File: src/rtl/mem_port_arbiter.sv
// Shares one single-port memory between instruction-fetch (I) and load/store (D) requesters.
// Steers 1-cycle read data back to the issuing port and answers misaligned D accesses with an error.
module mem_port_arbiter #(
    parameter int unsigned STARVE_LIMIT = 4
) (
    input  logic        clk,
    input  logic        reset,
    input  logic        i_req,
    input  logic [31:0] i_addr,
    output logic        i_gnt,
    output logic        i_rvalid,
    output logic [31:0] i_rdata,
    input  logic        d_req,
    input  logic        d_we,
    input  logic [2:0]  d_f3,
    input  logic [31:0] d_addr,
    input  logic [31:0] d_wdata,
    output logic        d_gnt,
    output logic        d_rvalid,
    output logic [31:0] d_rdata,
    output logic        d_err,
    output logic        mem_req,
    output logic        mem_we,
    output logic [2:0]  mem_f3,
    output logic [31:0] mem_addr,
    output logic [31:0] mem_wdata,
    input  logic [31:0] mem_rdata
);

    typedef enum logic [1:0] {OWN_NONE, OWN_I, OWN_D} owner_t;

    localparam logic [3:0] LIMIT = 4'(STARVE_LIMIT);

    owner_t     owner, owner_next;
    logic       err_pend, err_pend_next;
    logic [3:0] starve_cnt, starve_next;
    logic       mis, d_mem, i_win, d_win;

    always_ff @(posedge clk or posedge reset) begin
        if (reset) begin
            owner      <= OWN_NONE;
            err_pend   <= 1'b0;
            starve_cnt <= '0;
        end else begin
            owner      <= owner_next;
            err_pend   <= err_pend_next;
            starve_cnt <= starve_next;
        end
    end

    always_comb begin
        mis   = (d_f3[1:0] == 2'b10 && d_addr[1:0] != 2'b00) ||
                (d_f3[1:0] == 2'b01 && d_addr[0]);
        d_mem = d_req && !mis;
        // I also wins whenever D is absent or only erroring, since an error grant needs no memory slot
        i_win = i_req && (!d_mem || starve_cnt == LIMIT);
        d_win = d_mem && !i_win;

        i_gnt     = i_win;
        d_gnt     = d_win || (d_req && mis);
        mem_req   = i_win || d_win;
        mem_we    = d_win && d_we;
        mem_f3    = d_win ? d_f3 : 3'b010;
        mem_addr  = d_win ? d_addr : i_addr;
        mem_wdata = d_win ? d_wdata : '0;

        owner_next = OWN_NONE;
        if (i_win)
            owner_next = OWN_I;
        else if (d_win)
            owner_next = OWN_D;
        err_pend_next = d_req && mis;

        starve_next = starve_cnt;
        if (!i_req || i_win)
            starve_next = '0;
        else if (starve_cnt != LIMIT)
            starve_next = starve_cnt + 4'd1;
    end

    // Responses decode the registered owner so reset kills a pending response at once
    always_comb begin
        i_rvalid = (owner == OWN_I);
        i_rdata  = (owner == OWN_I) ? mem_rdata : '0;
        d_rvalid = (owner == OWN_D) || err_pend;
        d_err    = err_pend;
        d_rdata  = (owner == OWN_D) ? mem_rdata : '0;
    end

endmodule

File: config.mk
export PLATFORM = sky130hd
export DESIGN_NAME = mem_port_arbiter
export DESIGN_NICKNAME = d
export VERILOG_FILES = /design/src/rtl/mem_port_arbiter.sv
export SDC_FILE = /design/constraint.sdc
export NUM_CORES = 1
export LEC_CHECK = 0
export BUFFER_PORTS_ARGS = -buffer_cell sky130_fd_sc_hd__buf_4
export CELL_PAD_IN_SITES_DETAIL_PLACEMENT = 0
export CELL_PAD_IN_SITES_GLOBAL_PLACEMENT = 1
export CORE_ASPECT_RATIO = 0.75
export CORE_UTILIZATION = 15
export CTS_BUF_LIST = sky130_fd_sc_hd__clkbuf_4 sky130_fd_sc_hd__clkbuf_8
export DETAILED_ROUTE_END_ITERATION = 8
export GPL_ROUTABILITY_DRIVEN = 0
export PLACE_DENSITY = 0.8
export SYNTH_ARGS = -nofsm -noshare
export SYNTH_HDL_FRONTEND = slang
export SYNTH_SLANG_ARGS = --single-unit
File: constraint.sdc
create_clock -name clk -period 1.71 [get_ports clk]
set_input_delay 0.2565 -clock clk [delete_from_list [all_inputs] [get_ports clk]]
set_output_delay 0.2565 -clock clk [all_outputs]
set_load 0.01 [all_outputs]
==> results of run 1 <==
[worst min-delay path by stage]
stage               start  endpoint  slack (ns)  depth (start not counted)
floorplan           reset     d_err        0.06                          1
global placement    reset  owner[0]        0.20                          2
detailed placement  reset  owner[1]        0.20                          2
CTS                 d_req     d_err        0.33                          2
global route        d_req     d_err        0.34                          2
finish              d_req     d_err        0.32                          2
[power groups by stage]
stage / combinational, W / clock (W) / sequential [W]
5_1_grt: 0.00125 / 0.000259 / 0.000177
6_report: 0.00117 / 0.000240 / 0.000177
3_3_place_gp: 0.00105 / 0 / 0.000178
4_1_cts: 0.00118 / 0.000246 / 0.000177
3_5_place_dp: 0.00106 / 0 / 0.000179
2_1_floorplan: 0.000423 / 0 / 0.000179
[per-layer routing]
layer | wire length (um) | part of all wire (%) | track usage, % | vias to the layer above
met5 | 0 | 0 | 0 | -
met4 | 74 | 0.95 | 2.366 | 0
met3 | 787 | 10 | 2.904 | 8
met2 | 4238 | 54 | 26.34 | 139
met1 | 2723 | 35 | 13.78 | 1034
li1 | - | - | - | 1143
[per-stage QoR]
step | instances | area, um2 | utilization, %
6_report | 600 | 4278 | 41.74
5_1_grt | 600 | 4278 | 41.74
3_3_place_gp | 593 | 3899 | 38.04
4_1_cts | 599 | 4255 | 41.52
2_1_floorplan | 184 | 1587 | -
3_5_place_dp | 593 | 3899 | 38.04
[registers in the layout, indices dropped and copies added, names as in the netlist]
register and flops:
d_err 1, starve_cnt 4, owner 2
[kinds of logic (layout without fill, tap and decap cells)]
logic type | Yosys count | count (layout) | share of synthesized area [%]
adder cells (fa/ha/maj) | 2 | 2 | 1.585
flip-flops | 7 | 7 | 11.09
AO/OA/AOI/OAI | 6 | 6 | 4.517
AND/OR/NAND/NOR | 117 | 117 | 46.12
buffers and inverters | 19 | 299 | 6.497
multiplexers | 33 | 33 | 30.19
[area by class of cell]
type | count | area, um2
fillers | 1035 | 5972
repair buffers | 289 | 2472
inverters | 6 | 22.52
well taps | 136 | 170.2
multi-input cells | 158 | 1389
clock buffers | 4 | 48.80
flip-flops and latches | 7 | 175.2
[layout by cell type, fill, tap and decap left out, types with 2 or more instances in the layout]
cell type,n
clkbuf_8,3
mux2_4,30
or2_2,2
inv_1,5
and2_1,71
dfrtp_1,7
buf_12,6
and2_4,29
nor2b_1,2
buf_6,60
mux2_2,3
nor3_1,2
buf_4,222
nand2_1,2
o21ai_0,2
nor2_1,3
[worst max-delay path, delay by kind of cell (launching register included)]
family	cells	cell delay, ns
fa+ha+maj	1	0.18
mux	1	0.32
simple gates	1	0.23
compound gates	1	0.11
flops	1	0.38
buf+inv	4	0.42
[repair_timing]
action | CTS | global route
hold endpoints to repair | 7 | 0
setup buffers | 1 | 1
hold buffers | 1 | 0
gates cloned | 0 | 0
setup endpoints to repair | 70 | 70
gates resized for setup | 87 | 5
==> impl_metrics.ini, run 1 <==
[floorplan]
dieArea_um2 = 10950
coreArea_um2 = 10250
io_pins = 274
die_w_um = 120.5
initial_core_util_pct = 15.41
fp.dieH_um = 90.86
rows = 32

[setup_path]
r2r_setup_slack_ns = 0.32
path_cells = inv_1 > ha_2 > inv_2 > nor3b_4 > a21oi_4 > buf_12 > mux2_4 > buf_6
cp-end-kind = output port
critical_path_arrival_ns = 1.86
r2r.worst_path.cells = 8
required_ns = 1.45
r2r-end = starve_cnt[1]
crit_path_start = starve_cnt[1]
critPathMaxStageDelay_ns = 0.38
path_class = register to output port
r2r-start = starve_cnt[1]
cp_max_fo = 24
slowest_stage = dfrtp_1
start_kind = register
critPathCapture = mem_addr[28]

[timing]
hold_violations = 0
fin_crit_ns = 2.114
worst_pin_slew_ns = 0.2520
rsz0062_at_grt = true
hold_ws_ns = 0.3204
setup_ws_ns = -0.4041
clock_skew_ns = 0.002077
slew_violations = 0
setup-violations-final = 70
fin_crit_sh_pct = 123.6
relSlewSlack_pct = 83.18
fin_tns_setup_ns = -25.38
max_freq_mhz = 473.0

[power_and_ir_drop]
power.density_nw_per_um2 = 371.8
clkPwrFrac_pct = 15.1
ir_drop_mv = 0.2196
totalPowerFinal_w = 0.001590
leakage_nw = 2.314
p_sw_w = 0.0004889
seq_power_share_pct = 11.1
power_frac_comb_pct = 73.8
p_sw_share_pct = 30.74
intPower_w = 0.001101

[place]
portBuffers = 273
dpl.hpwl_um = 6816
preCtsSetupSlack_ns = -0.1998

[clock_network]
cts_tree = yes
clock_path_buffers = 2
cts_num_sinks = 7
root_buffer = clkbuf_8
htree_levels = 1
clkTransAtPathRegs_ns = 0.04
insertion_delay_ns = 0.22
cts_made_buffers = 3

[yosys]
synthDistinctLibCells = 23
yosysWarnings = 0
yosysTopAreaCellShare_pct = 39.62
ys_top_cells_by_area = and2_1, mux2_4, dfrtp_1
ys_async_sr_fraction_pct = 100.0
synth_nets = 322
synth.cell_area_um2 = 1579
avgSynthCellArea_um2 = 8.582
ys_seq_area_share_pct = 11.09
synthFlopType = dfrtp_1
synth_top_area_cell = and2_1
synth_common_cells = and2_1, mux2_4, clkbuf_1
synth_edf_count = 0
synth_cells = 184
ys_ff_latch = 7
yosysMostFrequentCell = and2_1

[detailed_routing]
drc = 0
wl_per_cell_um = 13.04
route.vias.total = 2324
drt-vias-per-instance = 3.873
dr.pass1.iters = 3
ant_nets = 0
initialDrtViolationCount = 26
wirelength_um = 7823

[global_routing]
grt_pass1_vias = 2329
grtUsageTotal_pct = 13.12
antenna_found_initial = 0
grt_pass1_wl_um = 11540
grt_start_max_net_pins = 34
overflow = 0

[flow_run]
cap_violations = 0

[final_layout]
num_antenna_cells = 0
nets = 603
syn2layout_area_growth_pct = 170.9
drive_above_1_share_pct = 78.45

[worst_hold_path]
hold_class = input pin to register

[outcome]
status = complete, but fails checks
violations = setup timing
Note: power is estimated with default switching activity, not from simulation.
==> run 2: changes to the inputs <==
ABC_CLOCK_PERIOD_IN_PS = 1710   (was unset)
BUFFER_PORTS_ARGS = -buffer_cell sky130_fd_sc_hd__buf_2   (was -buffer_cell sky130_fd_sc_hd__buf_4)
==> impl_metrics.ini, run 2 (synthesis results as in run 1) <==
[detailed_routing]
met1_length_um = 2837
dr.pass1.iters = 4
wl_per_cell_um = 12.66
drt-vias-per-instance = 3.892
dr_wl_met2_um = 4038
wirelength_um = 7593
wl_met3_um = 611
ant_nets = 0
topRoutingLayerUsed = met4
initialDrtViolationCount = 25
drc = 0
route.vias.total = 2335

[power_and_ir_drop]
power.density_nw_per_um2 = 387.6
intPower_w = 0.0009188
leakage_nw = 2.153
power_frac_comb_pct = 70.9
clkPwrFrac_pct = 16.6
p_sw_w = 0.0004913
seq_power_share_pct = 12.5
p_sw_share_pct = 34.84
ir_drop_mv = 0.1334

[timing]
slew_violations = 0
max_freq_mhz = 465.9
fin_tns_setup_ns = -27.00
setup-violations-final = 70
fin_crit_sh_pct = 125.5
clock_skew_ns = 0.003959
setup_ws_ns = -0.4366
fin_crit_ns = 2.147
rsz0062_at_grt = true
hold_violations = 0
relSlewSlack_pct = 82.94
worst_pin_slew_ns = 0.2557

[flow_run]
cap_violations = 0

[global_routing]
grtUsageTotal_pct = 12.42
antenna_found_initial = 0
overflow = 0
grt_start_max_net_pins = 34
grt_pass1_vias = 2237
grt_pass1_wl_um = 10930

[setup_path]
cp_max_fo = 28
critical_path_arrival_ns = 1.89
crit_path_start = starve_cnt[0]
path_class = register to output port
slowest_stage = dfrtp_1
start_kind = register
cp-end-kind = output port
r2r-start = starve_cnt[0]
required_ns = 1.45
path_cells = inv_1 > ha_2 > inv_2 > nor3b_4 > a21oi_4 > buf_12 > mux2_4 > buf_6
critPathMaxStageDelay_ns = 0.38
r2r.worst_path.cells = 8
path_delay_family = buffers and inverters
path_depth = 8
r2r_setup_slack_ns = 0.29
path_buf_inv = 4

[final_layout]
num_antenna_cells = 0
nets = 603
finalInstanceArea_um2 = 3638
syn2layout_area_growth_pct = 130.4
final_common_cell = buf_2
largest_reg_flops = 4
top_register = starve_cnt
fin_cells = 600
drive_above_1_share_pct = 76.72
final_cell_mix = buf_2, and2_1, buf_6
fin_util_pct = 35.50

[floorplan]
rows = 32
io_pins = 274
coreArea_um2 = 10250
dieArea_um2 = 10950
fp.dieH_um = 90.86
die_w_um = 120.5
initial_core_util_pct = 15.41

[clock_network]
clock_path_buffers = 2
cts_num_sinks = 7
cts_tree = yes
cts_made_buffers = 3
root_buffer = clkbuf_8
clkTransAtPathRegs_ns = 0.04
insertion_delay_ns = 0.23
htree_levels = 1

[place]
portBuffers = 273
dpl.cell_count = 592
dpl.hpwl_um = 6434
dpl-instance-area_um2 = 3196
preCtsSetupSlack_ns = -0.1916

[worst_hold_path]
whs_path_depth = 2
hp-start = d_req
hold_class = input pin to register

[outcome]
violations = setup timing
status = complete, but fails checks
-- run 2: cell count changes in the layout (fill, tap and decap cells not counted), sizes merged --
cell and change:
clkbuf -1, clkinv +1
-- run 2: repair_timing --
action / CTS / global route
setup endpoints to repair: 70 / 70
hold buffers: 1 / 0
buffers inserted: 2 / 1
pin swaps: 1 / 1
endpoints found under the hold margin: 7 / 0
resized for setup: 39 / 34
-- run 2: worst paths after layout --
kind | end
setup / recovery | mem_addr[28]
hold / removal | d_err
setup reg to reg | starve_cnt[1]
hold reg to reg | starve_cnt[0]
max in group asynchronous | starve_cnt[1]
min in group asynchronous | owner[1]
-- run 2: per-stage QoR --
step,total power (W),hold slack (ns)
after floorplan,0.0006016,0.05990
after global placement,0.001016,0.1913
after detailed placement,0.001027,0.1995
after CTS,0.001366,0.3318
after global routing,0.001490,0.3668
final,0.001410,0.3386
-- run 2: cell type report --
class	count	area (um2)
clock inverters	1	5.005
well taps	136	170.2
repair buffers	289	1852
flip-flops and latches	7	175.2
clock buffers	3	41.29
inverters	6	22.52
multi-input cells	158	1373
fillers	1063	6611
-- run 2: power groups by stage --
stage,sequential (W),combinational (W),clock [W]
3_3_place_gp,0.000179,0.000837,0
3_5_place_dp,0.000179,0.000848,0
2_1_floorplan,0.000179,0.000423,0
4_1_cts,0.000177,0.000953,0.000236
5_1_grt,0.000177,0.00107,0.000244
6_report,0.000177,0.00100,0.000234
-- run 2: routing by layer --
layer / vias up / global-route usage, %
li1: 1140 / -
met1: 1043 / 13.61
met2: 142 / 24.47
met3: 10 / 1.831
met4: 0 / 3.189
met5: - / 0
